===== src/rtl/controle_entrada_pkg.sv =====
// controle_entrada_pkg: state encodings and shared constants for the IN instruction input stage
package controle_entrada_pkg;
  typedef enum logic [2:0] {
    EST_OCIOSO       = 3'd0,
    EST_ARMAR        = 3'd1,
    EST_ESPERA_PRESS = 3'd2,
    EST_ESPERA_SOLTA = 3'd3,
    EST_COMMIT       = 3'd4,
    EST_INTERVALO    = 3'd5
  } estado_t;
  localparam logic [4:0] OPCODE_IN = 5'd19;
  localparam int DEBOUNCE_PADRAO = 500000;
endpackage


===== src/rtl/controle_entrada_debounce.sv =====
// debounce_botao: two-flop synchroniser plus stable-level debouncer for the confirm button
module debounce_botao import controle_entrada_pkg::*; #(
  parameter int DEBOUNCE_CICLOS = DEBOUNCE_PADRAO,
  parameter bit ATIVO_BAIXO = 1'b1
)(
  input  logic clock,
  input  logic reset,
  input  logic botao,
  output logic nivel,
  output logic pressEvt,
  output logic relEvt
);
  localparam int LC = $clog2(DEBOUNCE_CICLOS) + 1;
  localparam logic [LC-1:0] LIMITE = LC'(DEBOUNCE_CICLOS - 1);
  logic [1:0] sinc;
  logic [LC-1:0] contador;
  logic sincNivel, vira;
  assign sincNivel = sinc[1] ^ ATIVO_BAIXO;
  assign vira = (sincNivel != nivel) && (contador == LIMITE);
  // synchroniser resets to the raw "released" level so no phantom press follows reset
  always_ff @(posedge clock or posedge reset)
    if (reset) begin
      sinc <= {2{ATIVO_BAIXO}};
      contador <= '0;
      nivel <= 1'b0;
      pressEvt <= 1'b0;
      relEvt <= 1'b0;
    end else begin
      sinc <= {sinc[0], botao};
      contador <= (sincNivel == nivel || vira) ? '0 : contador + 1'b1;
      nivel <= nivel ^ vira;
      pressEvt <= vira && sincNivel;
      relEvt <= vira && !sincNivel;
    end
endmodule


===== src/rtl/controle_entrada.sv =====
// controle_entrada: IN-instruction handshake between operator button/switches and the control unit
module controle_entrada import controle_entrada_pkg::*; #(
  parameter int LARGURA_SWITCH = 16,
  parameter int LARGURA_DADO = 32,
  parameter int DEBOUNCE_CICLOS = DEBOUNCE_PADRAO,
  parameter bit BOTAO_ATIVO_BAIXO = 1'b1
)(
  input  logic clock,
  input  logic reset,
  input  logic estagioEntradaUC,
  input  logic botaoConfirma,
  input  logic [LARGURA_SWITCH-1:0] switches,
  output logic estagioEntradaSwitch,
  output logic estagioEntradaBanco,
  output logic [LARGURA_DADO-1:0] dadoEntrada,
  output logic entradaAguardando
);
  estado_t estado, proximo;
  logic [LARGURA_SWITCH-1:0] swSinc1, swSinc2;
  logic nivel, pressEvt, relEvt, captura;
  debounce_botao #(
    .DEBOUNCE_CICLOS(DEBOUNCE_CICLOS),
    .ATIVO_BAIXO(BOTAO_ATIVO_BAIXO)
  ) uDebounce (
    .clock(clock),
    .reset(reset),
    .botao(botaoConfirma),
    .nivel(nivel),
    .pressEvt(pressEvt),
    .relEvt(relEvt)
  );
  always_ff @(posedge clock or posedge reset)
    if (reset) begin
      estado <= EST_OCIOSO;
      swSinc1 <= '0;
      swSinc2 <= '0;
      dadoEntrada <= '0;
    end else begin
      estado <= proximo;
      swSinc1 <= switches;
      swSinc2 <= swSinc1;
      if (captura) dadoEntrada <= LARGURA_DADO'(swSinc2);
    end
  // a request drop always wins over a same-cycle button event
  always_comb begin
    proximo = estado;
    captura = 1'b0;
    case (estado)
      EST_OCIOSO:       proximo = estagioEntradaUC ? EST_ARMAR : EST_OCIOSO;
      EST_ARMAR:        proximo = !estagioEntradaUC ? EST_OCIOSO : (nivel ? EST_ARMAR : EST_ESPERA_PRESS);
      EST_ESPERA_PRESS: begin
        captura = estagioEntradaUC && pressEvt;
        proximo = !estagioEntradaUC ? EST_OCIOSO : (pressEvt ? EST_ESPERA_SOLTA : EST_ESPERA_PRESS);
      end
      EST_ESPERA_SOLTA: proximo = !estagioEntradaUC ? EST_OCIOSO : (relEvt ? EST_COMMIT : EST_ESPERA_SOLTA);
      EST_COMMIT:       proximo = EST_INTERVALO;
      default:          proximo = EST_OCIOSO;
    endcase
  end
  assign estagioEntradaSwitch = (estado == EST_ESPERA_SOLTA) || (estado == EST_COMMIT);
  assign estagioEntradaBanco = (estado == EST_COMMIT);
  assign entradaAguardando = (estado == EST_ARMAR) || (estado == EST_ESPERA_PRESS) || (estado == EST_ESPERA_SOLTA);
endmodule


===== config.mk =====
export PLATFORM = sky130hd
export DESIGN_NAME = controle_entrada
export DESIGN_NICKNAME = d
export VERILOG_FILES = /design/src/rtl/controle_entrada_pkg.sv /design/src/rtl/controle_entrada_debounce.sv /design/src/rtl/controle_entrada.sv
export SDC_FILE = /design/constraint.sdc
export NUM_CORES = 1
export LEC_CHECK = 0
export CAP_MARGIN = 10
export CORE_AREA = 2 2 114 61
export DETAILED_ROUTE_END_ITERATION = 6
export DIE_AREA = 0 0 116 63
export GPL_TIMING_DRIVEN = 0
export PLACE_DENSITY = 0.81
export RECOVER_POWER = 50
export SETUP_SLACK_MARGIN = 0.5
export SLEW_MARGIN = 20
export SYNTH_ARGS = -nofsm -noshare
export SYNTH_HDL_FRONTEND = slang
export SYNTH_HIERARCHICAL = 1
export SYNTH_SLANG_ARGS = --single-unit

===== constraint.sdc =====
create_clock -name clock -period 2.48 [get_ports clock]
set_clock_uncertainty 0.05 [all_clocks]
set_input_delay 0.496 -clock clock [delete_from_list [all_inputs] [get_ports clock]]
set_output_delay 0.496 -clock clock [all_outputs]
set_load 0.05 [all_outputs]

==> results.md <==
* Outcome: finished, final reports clean
* Std cell rows at 21
* Internal power at 2.15 mW
* Total GRT Usage at 17.2%
* Antenna cells at 0
* Root buf cell: clkbuf_16
* Core footprint at 6360 um^2
* Worst R2R Setup Slack at 0.50 ns
* TritonCTS clock tree: done
* Final wirelength at 5.67 mm
* Drt pass-1 iters at 4
* PnR Total Power at 2.79 mW
* DR WL/cell at 14.6 um
* CP Buf/Inv Count at 0
* Sequential-to-total area share from yosys stat at 63.8%
* Iter 0 DRT Violations at 130
* Pleak at 1.85 nW
* Worst Tran Pin Value at 1.26 ns
* Commonest non-fill, non-tap cell in the layout: dfrtp_1
* CP delay by family, top: simple AND/OR/NAND/NOR gates
* Cts bufs inserted at 9
* Yosys reg bits at 76
* CTS hold repair buffers at 0
* Combinational share of power at 7.0%
* CP Capture Type: flip-flop
* DRC at 0
* Die area at 7310 um^2
* Num Clock Sinks at 76
* Post-DP Area at 3570 um^2
* Highest-count cells in the layout ignoring fill and taps: 68 x dfrtp_1, 21 x buf_4, 20 x nor2_1
* Max-slew headroom at 15.6%
* Clock Power Share at 46.4%
* Final Util at 61.8%
* Maximum fanout along the worst path at 6
* Crit path max-delay cell type: or4_4
* Critical path required time at 2.69 ns
* Setup ws final at 0.503 ns
* Worst path max stage delay at 0.59 ns
* Setup tns final at 0 ns
* FF-to-FF path depth at 5
* Clk buf depth at 2
* Post-DP HPWL at 3.93 mm
* Worst Hold Slack at 0.294 ns
* Area growth, synth to finish at 31.5%
* Crit Reg-Reg Startpoint: uDebounce/contador[0]
* DR vias/cell at 4.77
* Count of final max-slew check failures at 0
* Finished Layout Cells at 388
* Post-route clock period utilization at 79.7%
* VDD IR max at 0.419 mV
* Routability cong. at 0.820
* Finished Cell Area at 3930 um^2
* Switching Fraction at 22.8%
* Yosys cell types at 44
* Crit path from: uDebounce/contador[0]
* First-pass GRT wire length at 9.13 mm
* Pwr Density at 710 nW/um^2
* Maxcap violations at 0
* Reg power frac at 46.6%
* Routed Antenna Nets at 0
* HP Class: flip-flop to flip-flop
* Arrival @ worst endpoint at 2.19 ns
* Hold Fails Final Rpt at 0
* Clk_lat worst skew at 0.33 ns
* RSZ-0062 raised after global routing: no
* Number of synthesis warnings at 6
* Cells after Synth at 221
* Die Ht at 63 um
* Grt total ovfl at 0
* Pre-CTS setup slack at 0.168 ns
* Sw power at 0.636 mW
* Crit Path Class: flip-flop to flip-flop
* Register area at 1910 um^2
* Setup crit end: uDebounce/contador[18]
* Startpoint types: flip-flop
* Number of global-route vias before repair at 1,753
* H-tree levels at 3
* Setup Viol. Count Final at 0
* Port buffer count at 38
* Post-layout nets at 312
* Post-Synthesis Cell Area at 2990 um^2
* Reg2reg end: uDebounce/contador[18]
* Share of layout cells above drive strength 1 at 28.0%
* Largest net degree at the start of global routing at 33
* Die W at 116 um
* Multi-input logic area at 1000 um^2
* Antenna violations before repair at 0
* IO Count at 55
* Placed cells at 367
* Clock slew at reported path FFs at 0.06 ns
* Via Count at 1,852
* Worst path cell trace: ha_4 > nand4_4 > or4_4 > or3_1 > a21oi_1
* Fmax at 506 MHz
* Critical path depth at 5
* Initial Util at 47.0%
* FILL cells at 488
* Tmin final at 1.98 ns
* Syn_area_per_cell at 13.5 um^2
## cell usage after synthesis, drive strengths merged
master / n / area (um^2)
dfrtp: 74 / 1850
nor2: 21 / 95.1
buf: 18 / 145
mux2: 16 / 218
xnor2: 11 / 96.3
nand2: 10 / 37.5
a21oi: 7 / 35.0
inv: 7 / 26.3
nand4: 7 / 65.1
nand3: 6 / 35.0
o21ai: 6 / 30.0
or3: 5 / 37.5
nor4: 4 / 25.0
nand2b: 3 / 26.3
nor3: 3 / 15.0
or4: 3 / 30.0
and3: 2 / 13.8
dfstp: 2 / 52.6
nand3b: 2 / 27.5
nor3b: 2 / 15.0
o31ai: 2 / 28.8
xor2: 2 / 17.5
a211oi: 1 / 7.51
and2: 1 / 6.26
clkbuf: 1 / 5.00
conb: 1 / 3.75
ha: 1 / 12.5
mux2i: 1 / 10.0
nand4b: 1 / 8.76
nor4b: 1 / 8.76
## cell type report
class,count,area share (%)
Clock inverter,5,1.56
Sequential cell,76,48.7
Buffer,19,3.82
Tap cell,92,2.93
Inverter,7,0.669
Timing Repair Buffer,44,10.7
Clock buffer,11,6.18
Multi-Input combinational cell,134,25.4
## layer usage
metal  share of wire [%]  global-route usage [%]  up-vias
met5                   0                       0        -
met4                 2.0                    6.85        0
met1                  45                    24.6      903
met2                  46                    22.7       70
met3                 7.3                    7.57       12
li1                    -                       -      867
## power groups by stage
stage               sequential (mW)  clock [mW]  combinational (mW)
global placement               1.32           0               0.192
finish                         1.30        1.29               0.196
global route                   1.31        1.38               0.210
floorplan                      1.31           0               0.142
detailed placement             1.32           0               0.201
CTS                            1.30        1.32               0.203
## worst min-delay path by stage
| stage | from | end | slack, ns | depth (start not counted) |
|---|---|---|---|---|
| after floorplan | swSinc1[0] | swSinc2[0] | 0.28 | 0 |
| after global placement | swSinc1[2] | swSinc2[2] | 0.28 | 0 |
| after detailed placement | swSinc1[9] | swSinc2[9] | 0.28 | 0 |
| after CTS | swSinc1[9] | swSinc2[9] | 0.30 | 0 |
| after global routing | swSinc1[3] | swSinc2[3] | 0.31 | 0 |
| final | swSinc1[14] | swSinc2[14] | 0.29 | 0 |
## flip-flops by register name, indices dropped and copies added (netlist names), named ones only
signal              count
uDebounce/relEvt        1
dadoEntrada            16
swSinc2                16
uDebounce/contador     20
estado                  3
uDebounce/pressEvt      1
swSinc1                16
uDebounce/sinc          2
## kinds of logic (layout without fill, tap and decap cells)
logic type,Yosys count,in the layout,synth area share (%)
flops,76,76,63.8
fa+ha+maj,1,1,0.419
buf+inv,26,86,5.91
simple gates,71,71,15.0
compound gates,16,16,3.39
xor+xnor,13,13,3.81
mux,17,17,7.62
other cells,1,16,0.126
## what timing repair did
action | in CTS | in global routing
resized for setup | 31 | 14
pin swaps | 1 | 1
setup buffers | 1 | 4
endpoints found under the setup margin | 39 | 20
No activity file was read; power rests on OpenSTA's default activity.
